## src/rtl/os_sched_pkg.sv

```systemverilog
// Shared types and sizing helpers for the output-stationary array scheduler.
package os_sched_pkg;

    typedef enum logic [2:0] {
        IDLE  = 3'd0,
        FEED  = 3'd1,
        FLUSH = 3'd2,
        DRAIN = 3'd3,
        DONE  = 3'd4
    } state_t;

    localparam int JOB_CYC_W = 16;

    // Phase counter width: wide enough for the longest phase at the maximum job depth.
    function automatic int cnt_width(input int k_w, input int n, input int pe_lat);
        return k_w + $clog2(4 * n + pe_lat) + 1;
    endfunction

    // Operands skew across N lanes, so the last lane finishes N-1 cycles after the first.
    function automatic int feed_len(input int k, input int n);
        return k + n - 1;
    endfunction

    // Last products must cross the array diagonal and clear the PE pipeline.
    function automatic int flush_len(input int n, input int pe_lat);
        return 2 * (n - 1) + pe_lat;
    endfunction

    // Init sweep skew plus pipeline, then N result words per row.
    function automatic int drain_len(input int n, input int pe_lat);
        return (n - 1) + pe_lat + n;
    endfunction

endpackage

```

## src/rtl/os_skew_window.sv

```systemverilog
// Per-lane window detector: win is high while base <= c < base + len and en is set.
module os_skew_window #(
    parameter int CW = 8
) (
    input  logic          en,
    input  logic [CW-1:0] c,
    input  logic [CW-1:0] base,
    input  logic [CW-1:0] len,
    output logic          win
);

    logic [CW:0] stop;

    // One extra bit keeps base + len from wrapping at the top of the counter range.
    assign stop = {1'b0, base} + {1'b0, len};
    assign win  = en && (c >= base) && ({1'b0, c} < stop);

endmodule

```

## src/rtl/os_array_scheduler.sv

```systemverilog
// Job sequencer for an N x N output-stationary systolic array: skewed feeds,
// flush, zero-operand init sweep that dumps results, then a done pulse.
module os_array_scheduler
    import os_sched_pkg::*;
#(
    parameter int N      = 4,
    parameter int K_W    = 8,
    parameter int PE_LAT = 2
) (
    input  logic                 clk,
    input  logic                 rst_n,
    input  logic                 start,
    input  logic [K_W-1:0]       k_len,
    input  logic                 abort,
    output logic                 ready,
    output logic                 busy,
    output logic [N-1:0]         feed_row_en,
    output logic [N-1:0]         feed_col_en,
    output logic [N-1:0]         init_row,
    output logic [N-1:0]         res_valid,
    output logic [$clog2(N)-1:0] res_idx,
    output logic                 done,
    output logic                 err_klen,
    output logic [15:0]          job_cycles
);

    localparam int IW = $clog2(N);
    localparam int CW = cnt_width(K_W, N, PE_LAT);
    localparam logic [CW-1:0] FLUSH_LAST = CW'(flush_len(N, PE_LAT) - 1);
    localparam logic [CW-1:0] DRAIN_LAST = CW'(drain_len(N, PE_LAT) - 1);

    state_t               state_q, state_d;
    logic [CW-1:0]        c_q, c_d;
    logic [K_W-1:0]       k_q, k_d;
    logic [JOB_CYC_W-1:0] cyc_q, cyc_d;
    logic [JOB_CYC_W-1:0] job_cycles_q, job_cycles_d;
    logic                 err_d;
    logic [CW-1:0]        feed_last;

    logic                 ready_q, busy_q, done_q, err_klen_q;
    logic [N-1:0]         row_q, col_q, init_q, valid_q;
    logic [IW-1:0]        idx_q, idx_d;

    logic [N-1:0]         row_win, col_win, init_win, valid_win;
    logic                 feed_en, init_en, drain_en;

    assign feed_last = CW'(k_q) + CW'(N - 2);

    // Next-state logic: phase sequencing, job acceptance and abort.
    always_comb begin
        state_d = state_q;
        k_d     = k_q;
        err_d   = 1'b0;
        case (state_q)
            IDLE: begin
                if (start) begin
                    if (k_len != '0) begin
                        state_d = FEED;
                        k_d     = k_len;
                    end else begin
                        err_d = 1'b1;
                    end
                end
            end
            FEED: begin
                if (abort)                  state_d = IDLE;
                else if (c_q == feed_last)  state_d = FLUSH;
            end
            FLUSH: begin
                if (abort)                  state_d = IDLE;
                else if (c_q == FLUSH_LAST) state_d = DRAIN;
            end
            DRAIN: begin
                if (abort)                  state_d = IDLE;
                else if (c_q == DRAIN_LAST) state_d = DONE;
            end
            DONE:    state_d = IDLE;
            default: state_d = IDLE;
        endcase
    end

    // Phase counter restarts on every state change; busy-cycle counter saturates.
    always_comb begin
        c_d          = c_q + CW'(1);
        cyc_d        = (cyc_q == '1) ? cyc_q : cyc_q + JOB_CYC_W'(1);
        job_cycles_d = job_cycles_q;
        if (state_d == IDLE || state_d != state_q) c_d = '0;
        if (state_d == IDLE) cyc_d = '0;
        if (state_d == DONE) job_cycles_d = cyc_d;
    end

    // Lane windows are evaluated on the next state so the outputs line up with it.
    assign feed_en  = (state_d == FEED);
    assign init_en  = (state_d == FEED) || (state_d == DRAIN);
    assign drain_en = (state_d == DRAIN);

    generate
        for (genvar gi = 0; gi < N; gi++) begin : g_lane
            os_skew_window #(.CW(CW)) u_row (
                .en(feed_en), .c(c_d), .base(CW'(gi)), .len(CW'(k_d)), .win(row_win[gi])
            );
            os_skew_window #(.CW(CW)) u_col (
                .en(feed_en), .c(c_d), .base(CW'(gi)), .len(CW'(k_d)), .win(col_win[gi])
            );
            os_skew_window #(.CW(CW)) u_init (
                .en(init_en), .c(c_d), .base(CW'(gi)), .len(CW'(1)), .win(init_win[gi])
            );
            os_skew_window #(.CW(CW)) u_valid (
                .en(drain_en), .c(c_d), .base(CW'(gi + PE_LAT)), .len(CW'(N)), .win(valid_win[gi])
            );
        end
    endgenerate

    // Result index follows the lowest row whose result window is open.
    always_comb begin
        idx_d = '0;
        for (int i = N - 1; i >= 0; i--) begin
            if (valid_win[i]) idx_d = IW'(N - 1 - (int'(c_d) - i - PE_LAT));
        end
    end

    // State, counters and all registered outputs.
    always_ff @(posedge clk or negedge rst_n) begin
        if (!rst_n) begin
            state_q      <= IDLE;
            c_q          <= '0;
            k_q          <= '0;
            cyc_q        <= '0;
            job_cycles_q <= '0;
            ready_q      <= 1'b1;
            busy_q       <= 1'b0;
            done_q       <= 1'b0;
            err_klen_q   <= 1'b0;
            row_q        <= '0;
            col_q        <= '0;
            init_q       <= '0;
            valid_q      <= '0;
            idx_q        <= '0;
        end else begin
            state_q      <= state_d;
            c_q          <= c_d;
            k_q          <= k_d;
            cyc_q        <= cyc_d;
            job_cycles_q <= job_cycles_d;
            ready_q      <= (state_d == IDLE);
            busy_q       <= (state_d != IDLE);
            done_q       <= (state_d == DONE);
            err_klen_q   <= err_d;
            row_q        <= row_win;
            col_q        <= col_win;
            init_q       <= init_win;
            valid_q      <= valid_win;
            idx_q        <= idx_d;
        end
    end

    assign ready       = ready_q;
    assign busy        = busy_q;
    assign done        = done_q;
    assign err_klen    = err_klen_q;
    assign feed_row_en = row_q;
    assign feed_col_en = col_q;
    assign init_row    = init_q;
    assign res_valid   = valid_q;
    assign res_idx     = idx_q;
    assign job_cycles  = job_cycles_q;

endmodule

```

## config.mk

```make
export PLATFORM = sky130hd
export DESIGN_NAME = os_array_scheduler
export DESIGN_NICKNAME = d
export VERILOG_FILES = /design/src/rtl/os_sched_pkg.sv /design/src/rtl/os_skew_window.sv /design/src/rtl/os_array_scheduler.sv
export SDC_FILE = /design/constraint.sdc
export NUM_CORES = 1
export LEC_CHECK = 0
export ABC_AREA = 1
export BUFFER_PORTS_ARGS = -buffer_cell sky130_fd_sc_hd__buf_2
export CORE_ASPECT_RATIO = 0.6
export CORE_MARGIN = 1
export CORE_UTILIZATION = 40
export DETAILED_ROUTE_END_ITERATION = 10
export PLACE_DENSITY = 0.62
export SKIP_LAST_GASP = 1
export SLEW_MARGIN = 20
export SYNTH_ARGS = -nofsm -noshare
export SYNTH_HDL_FRONTEND = slang
export SYNTH_SLANG_ARGS = --single-unit
```

## constraint.sdc

```tcl
create_clock -name clk -period 3.1 [get_ports clk]
set_input_delay 0.155 -clock clk [delete_from_list [all_inputs] [get_ports clk]]
set_output_delay 0.155 -clock clk [all_outputs]
set_load 0.05 [all_outputs]
```

# [Yosys cells after proc, flatten, opt, wreduce, memory -nomap -nowiden]
# Index checks and enable logic that the tools add are counted.
[op_classes] n_addsub=16 order_cmp=18 eq_ne=11 muxes=22 reduce_logical=30
[ops] op="less-than comparator 14 x 3 -> 1 bit, second input constant" count=3
[ops] op="less-than comparator 14 x 9 -> 1 bit" count=3
[ops] op="two-way mux 16 bit" count=2
[ops] op=">= comparator 14 x 1 -> 1 bit, second input constant" count=2
[ops] op=">= comparator 14 x 2 -> 1 bit, second input constant" count=2
[ops] op=">= comparator 14 x 3 -> 1 bit, second input constant" count=2
[ops] op="less-than comparator 14 x 2 -> 1 bit, second input constant" count=2
[ops] op="less-than comparator 14 x 4 -> 1 bit, second input constant" count=2
[ops] op="logical AND 1 bit" count=24
[ops] op="two-way mux 3 bit" count=8
[ops] op="two-way mux 8 bit" count=3
[ops] op="adder 2 x 8 -> 9 bit, first input constant" count=2
[ops] op="adder 16 x 1 -> 16 bit, second input constant" count=1
[ops] op="== test 16 bit, second input constant" count=1
[ops] op="adder 14 x 1 -> 14 bit, second input constant" count=1
[ops] op="== test 14 x 3 -> 1 bit, second input constant" count=1
[ops] op="== test 14 x 4 -> 1 bit, second input constant" count=1
[ops] op="== test 14 x 9 -> 1 bit" count=1
[ops] op="less-than comparator 14 x 1 -> 1 bit, second input constant" count=1
[ops] op="less-than comparator 14 x 8 -> 1 bit" count=1
[ops] op="two-way mux 14 bit" count=1
[ops] op="one-hot mux 3 bit (4 select lines)" count=1
[ops] op="subtractor 2 bit, second input constant" count=5
[ops] op="adder 1 x 8 -> 9 bit, first input constant" count=1
[ops] op="13 further kinds" count=26
[word_totals] ff_bits=75 wordCells=110

# [Logic depth before layout (Yosys ltp)]
[logic_depth] ltp_word=15 ltp_mapped=26 depth_no_buf=25

# [Cells and area by module]
# Synthesis repeated with hierarchy kept, for this count alone.
[unflattened] cells_unflattened=3920 area_unflattened_um2=25494.5
[modules_own_cells] module="os_skew_window" n_inst=16 cells_per_inst=218 area_each_um2=1356.3
[modules_own_cells] module="os_array_scheduler" n_inst=1 cells_per_inst=432 area_each_um2=3793.6

# [Worst setup path before layout]
# Ideal clock, no wire load.
[synth_timing] path_kind="register to register" from="reg state_q[0]" to="reg col_q[3], in the netlist feed_col_en[3]" setup_time_ps=94 arrival_ps=2982 slack_ps=24 path_stages_with_launch=16 path_buffers=0 synth_period_minus_slack_ps=3076 cell_sequence="dfrtp_1 -> inv_2 -> nand3_1 -> inv_2 -> nand2_1 -> a21boi_0 -> inv_1 -> ha_1 -> a21oi_1 -> inv_1 -> nand2_1 -> xor2_1 -> ha_1 -> a21o_1 -> a2111o_1 -> a211oi_1"
[synth_via] word_cells_on_any_way=24 cone_classes="1 x add/sub; 2 x order compare; 5 x eq/ne; 11 x mux; 5 x reduce/logical"
[synth_rtl] item="start: declaration" line_no="os_array_scheduler.sv:32" rtl="state_t state_q, state_d;"
[synth_rtl] item="start signal: assignment" line_no="os_array_scheduler.sv:140" rtl="state_q <= state_d;"
[synth_rtl] item="logical NOT 3 bit" line_no="os_array_scheduler.sv:54" rtl="case (state_q)"
[synth_rtl] item="two-way mux 8 bit" line_no="os_array_scheduler.sv:54"
[synth_rtl] item="via g_lane[0].u_col.len[1]" line_no="os_skew_window.sv:8" rtl="input logic [CW-1:0] len,"
[synth_rtl] item="adder 2 x 8 -> 9 bit" line_no="os_skew_window.sv:15" rtl="assign stop = {1'b0, base} + {1'b0, len};"
[synth_rtl] item="less-than comparator 14 x 9 -> 1 bit" line_no="os_skew_window.sv:16" rtl="assign win = en && (c >= base) && ({1'b0, c} < stop);"
[synth_rtl] item="logical AND 1 bit" line_no="os_skew_window.sv:16"
[synth_rtl] item="via g_lane[3].u_col.win" line_no="os_skew_window.sv:9" rtl="output logic win"
[synth_rtl] item="end signal: assignment" line_no="os_array_scheduler.sv:150" rtl="col_q <= col_win;"
[synth_rtl] item="end: declaration" line_no="os_array_scheduler.sv:41" rtl="logic [N-1:0] row_q, col_q, init_q, valid_q;"
# The timed path passes the listed nets, and every way through them passes these cells.
# A chain may end at the register's enable or synchronous reset.

# [Worst setup path after layout]
[layout_timing] from="reg k_q[2]" to="reg col_q[3], in the netlist feed_col_en[3]"
[layout_via] elab_chain_len=11 word_cells_on_any_way=18 cone_classes="2 x add/sub; 2 x order compare; 3 x eq/ne; 7 x mux; 4 x reduce/logical"
[layout_lines] item="start: declaration" line_no="os_array_scheduler.sv:34" rtl="logic [K_W-1:0] k_q, k_d;"
[layout_lines] item="start signal: assignment" line_no="os_array_scheduler.sv:142" rtl="k_q <= k_d;"
[layout_lines] item="adder 8 x 2 -> 9 bit *" line_no="os_array_scheduler.sv:47" rtl="assign feed_last = CW'(k_q) + CW'(N - 2);"
[layout_lines] item="== test 14 x 9 -> 1 bit *" line_no="os_array_scheduler.sv:67" rtl="else if (c_q == feed_last) state_d = FLUSH;"
[layout_lines] item="two-way mux 3 bit *" line_no="os_array_scheduler.sv:67"
[layout_lines] item="two-way mux 3 bit *" line_no="os_array_scheduler.sv:66" rtl="if (abort) state_d = IDLE;"
[layout_lines] item="one-hot mux 3 bit (4 select lines) *" line_no="os_array_scheduler.sv:54"
[layout_lines] item="via state_d[0]" line_no="os_array_scheduler.sv:32"
[layout_lines] item="inequality test 3 bit / logical NOT 3 bit (equally long branches)" line_no="os_array_scheduler.sv:87" rtl="if (state_d == IDLE || state_d != state_q) c_d = '0;"
[layout_lines] item="logical OR 1 bit *" line_no="os_array_scheduler.sv:87"
[layout_lines] item="two-way mux 14 bit *" line_no="os_array_scheduler.sv:87"
[layout_lines] item="via c_d[6]" line_no="os_array_scheduler.sv:33" rtl="logic [CW-1:0] c_q, c_d;"
[layout_lines] item=">= comparator 14 x 2 -> 1 bit" line_no="os_skew_window.sv:16"
[layout_lines] item="logical AND 1 bit" line_no="os_skew_window.sv:16"
[layout_lines] item="logical AND 1 bit *" line_no="os_skew_window.sv:16"
[layout_lines] item="via g_lane[3].u_col.win" line_no="os_skew_window.sv:9"
# Mark *: on every way through the listed nets, which the timed path passes. The rest lies on a longest branch.

==> out/qor.txt <==
Post-detailed-route via-to-cell ratio = 5.07
Critical register-to-register path startpoint = k_q[2]$_DFF_PN0_
LEAKAGE = 3.63 nW
Buffers plus inverters on the worst setup path = 2
Depth of the CTS H-tree = 3
Transition time of the tightest slew-check pin = 949 ps
Critical path's top delay family = simple AND/OR/NAND/NOR gates
Total of flip-flops plus latches after synthesis = 75
Horizontal die dimension = 147 um
Number of different library cells in the post-synthesis netlist = 45
Worst path max stage delay = 390 ps
Largest net degree at the start of global routing = 76
Number of buffers created by CTS = 9
Status = finished, violations left
Hold slack = -50.2 ps
Global routing usage summed across all routing layers = 23.0%
Number of global-route vias before repair = 4,480
Routed length per placed instance = 15.6 um
GRT Residual Overflow = 0
R2R depth = 20
Cell repeated most along the worst path = nand2_1
Critical path peak fanout = 6
Busiest grt layer = met1
Drc violations = 0
Clock-pin transition on the worst setup and hold timing paths = 60 ps
Shortest clock period the worst path allows after layout = 3040 ps
Met2 global-route usage = 32.3%
Global routing usage on met1 = 34.7%
Clk Tree Root Cell = clkbuf_16
Hold-fix buffers, CTS = 0
Max-slew headroom at the worst pin = 36.7%
Wire length of the first global-routing pass = 22,900 um
Ant diodes = 0
P&R area growth vs syn = 31.8%
Cell with the largest stage delay on the worst path = dfrtp_1
Endpoint required time on the critical path = 3350 ps
Met3 Track Usage GR = 6.07%
Final slew viol count = 0
Cells after Synth = 652
Syn_nets = 706
Total length of routed wires = 14,900 um
Arrival time of the worst setup path = 3290 ps
Post-Route Skew = 8.17 ps
Max Freq = 329 MHz
Longest Clk Path Bufs = 2
Worst skew pair latency = 340 ps
Die boundary height = 89.2 um
Synthesis Warnings = 0
Final Hold Vio Count = 68
DR iter-0 viols = 357
Unrepaired setup endpoints after global routing = true
TritonCTS clock tree = done
Finish-stage setup viols = 0
Post-Route Setup TNS = 0 ps
Kind of end point of the critical path = register
Slack of the worst reg-to-reg path = 60 ps
Count of buffers from port buffering = 49
Number of max-cap violations = 0
Layout Nets = 835
Detailed-route via count = 4,823
Number of placed cells counting well taps = 920
Mean post-synth cell area = 7.77 um^2
Failing checks = negative hold slack
Pre-CTS setup slack = -111 ps
Routability congestion estimate = 1.01
Class of the tightest hold or removal check = primary input to async pin
Placed cell areas = 5940 um^2
Fraction of the yosys area taken by sequential cells = 37.1%
Initial antenna violation count = 0
Worst reg2reg endpoint = feed_col_en[3]$_DFF_PN0_
Total power density per cell area = 556 nW/um^2
DRT antenna net count = 0
Nature of the critical path startpoint = register
Number of top-level design ports = 50
Area of the mapped netlist = 5070 um^2
Final standard cell count with taps included and fillers excluded = 951
Rows = 31
Total half-perimeter wirelength after legalization and detailed placement = 11,500 um
Peak supply drop = 0.000282 V
Overall power of the completed layout = 3.71 mW
Total die area = 13,100 um^2
Cells along the critical path = ha_1, inv_1, nand2_1, nand2_1, nand3_1, nor2_1, nand2_1, nor2_2, nand2_2, nand2_4, nand2_4, nand2_1, nand2_2, nand2_4, buf_6, nor2_1, ha_2, a21o_1, a2111o_1, a211oi_2
Number of clock sinks = 75
First drt pass iteration count = 5
Core footprint = 12,200 um^2
Proportion of layout cells with a drive suffix above 1 = 29.8%
Type of the worst setup path = register to register
Share of flip-flops with an asynchronous set or reset = 100%
Initial standard-cell utilization of the core = 41.5%
Count of flip-flops with a built-in enable after synthesis = 0
Final setup slack of the worst path = 62.8 ps
Post-route fraction of the period consumed by the critical path = 98.0%
Total non-filler cell area in the finished layout = 6680 um^2
Primary flip-flop cell chosen by synthesis mapping = dfrtp_1
-- worst max-delay path by stage --
stage | from | end | slack [ps] | depth (start not counted)
after floorplan | state_q[0]$_DFF_PN0_ | feed_col_en[3]$_DFF_PN0_ | 20 | 15
after global placement | state_q[0]$_DFF_PN0_ | feed_col_en[3]$_DFF_PN0_ | -110 | 16
after detailed placement | state_q[1]$_DFF_PN0_ | feed_col_en[3]$_DFF_PN0_ | -110 | 16
after CTS | state_q[1]$_DFF_PN0_ | feed_col_en[3]$_DFF_PN0_ | 6 | 15
after global routing | k_q[2]$_DFF_PN0_ | feed_col_en[3]$_DFF_PN0_ | -170 | 20
final | k_q[2]$_DFF_PN0_ | feed_col_en[3]$_DFF_PN0_ | 60 | 20
-- final cells by class --
class | count | area (um^2)
flip-flops and latches | 75 | 1880
clock inverters | 7 | 76.3
repair buffers | 127 | 850
clock buffers | 9 | 225
well taps | 165 | 206
inverters | 92 | 350
multi-input cells | 476 | 3100
fillers | 1125 | 5540
-- logic make-up after synthesis --
logic type                 synth area share (%)
and+or+nand+nor                            29.6
buffers and inverters                      7.92
DFF                                        37.1
AOI/OAI and AO/OA                          9.13
adders and majority gates                  10.4
xor gates and xnor gates                   5.70
muxes                                     0.197
-- worst reg2reg max path, delay by kind of cell, from the launching register on --
kind,cells,cell delay (ps)
AND/OR/NAND/NOR,13,1150
AO/OA/AOI/OAI,3,700
adder cells (fa/ha/maj),2,530
flip-flops,1,390
buffers and inverters,2,200
-- cells in the mapped netlist (all sizes together), types with 2 or more instances --
library cell	number	area, um^2
clkbuf	4	15.0
o211ai	2	15.0
nor3	10	72.6
buf	5	41.3
inv	91	342
nor2	95	404
a31oi	3	18.8
a21oi	20	100
xor2	30	263
dfrtp	74	1850
nor4	6	37.5
xnor2	3	26.3
nand4	21	131
a21boi	7	52.6
o21ai	28	148
ha	42	526
a211oi	3	22.5
nand2	152	628
o21bai	2	15.0
a21o	2	15.0
o41ai	2	32.5
nand3	38	200
-- repair_timing --
item / in CTS / in global routing
resized for setup: 18 / 58
pin swaps: 4 / 33
buffers inserted: 2 / 12
endpoints found under the hold margin: 0 / 0
cloned: 0 / 1
endpoints found under the setup margin: 4 / 7
-- report_power, final --
part	switching, mW	internal, mW
clock network	0.435	0.629
logic	0.938	0.570
registers	0.0756	1.06
-- sequential cells by signal (all words and copies together) (netlist names), 2 cells and up --
register / count
cyc_q: 16
job_cycles: 16
init_row: 4
k_q: 8
c_q: 14
res_valid: 4
feed_col_en: 4
res_idx: 2
state_q: 3
-- cells in the final DEF (no fill, tap or decap), types with 4 or more instances in the layout --
cell / instances
a21oi_1: 16
nand2_1: 132
nand2_4: 7
o21ai_0: 20
nand4_1: 21
nor2_1: 78
buf_4: 73
inv_1: 81
nor2_4: 9
ha_4: 8
nor4_1: 5
dfrtp_1: 74
nand3_1: 31
nor3_1: 7
a21oi_2: 4
o21ai_1: 5
clkbuf_16: 9
nand2_2: 13
nand3_2: 6
inv_2: 8
ha_1: 32
buf_2: 49
buf_6: 5
xor2_1: 28
nor2_2: 8
-- layer usage --
metal | routed length (um) | part of all wire [%]
met3 | 1050 | 7.0
met2 | 6010 | 40
met1 | 7630 | 51
met4 | 174 | 1.2
met5 | 0 | 0
-- per-stage QoR --
| step | hold slack [ps] | util [%] |
|---|---|---|
| final | -50.2 | 54.7 |
| after detailed placement | 373 | 48.6 |
| after global routing | 43.0 | 54.7 |
| after floorplan | -141 | - |
| after global placement | 357 | 48.6 |
| after CTS | 5.99 | 51.6 |
Note: power is estimated with default switching activity, not from simulation.
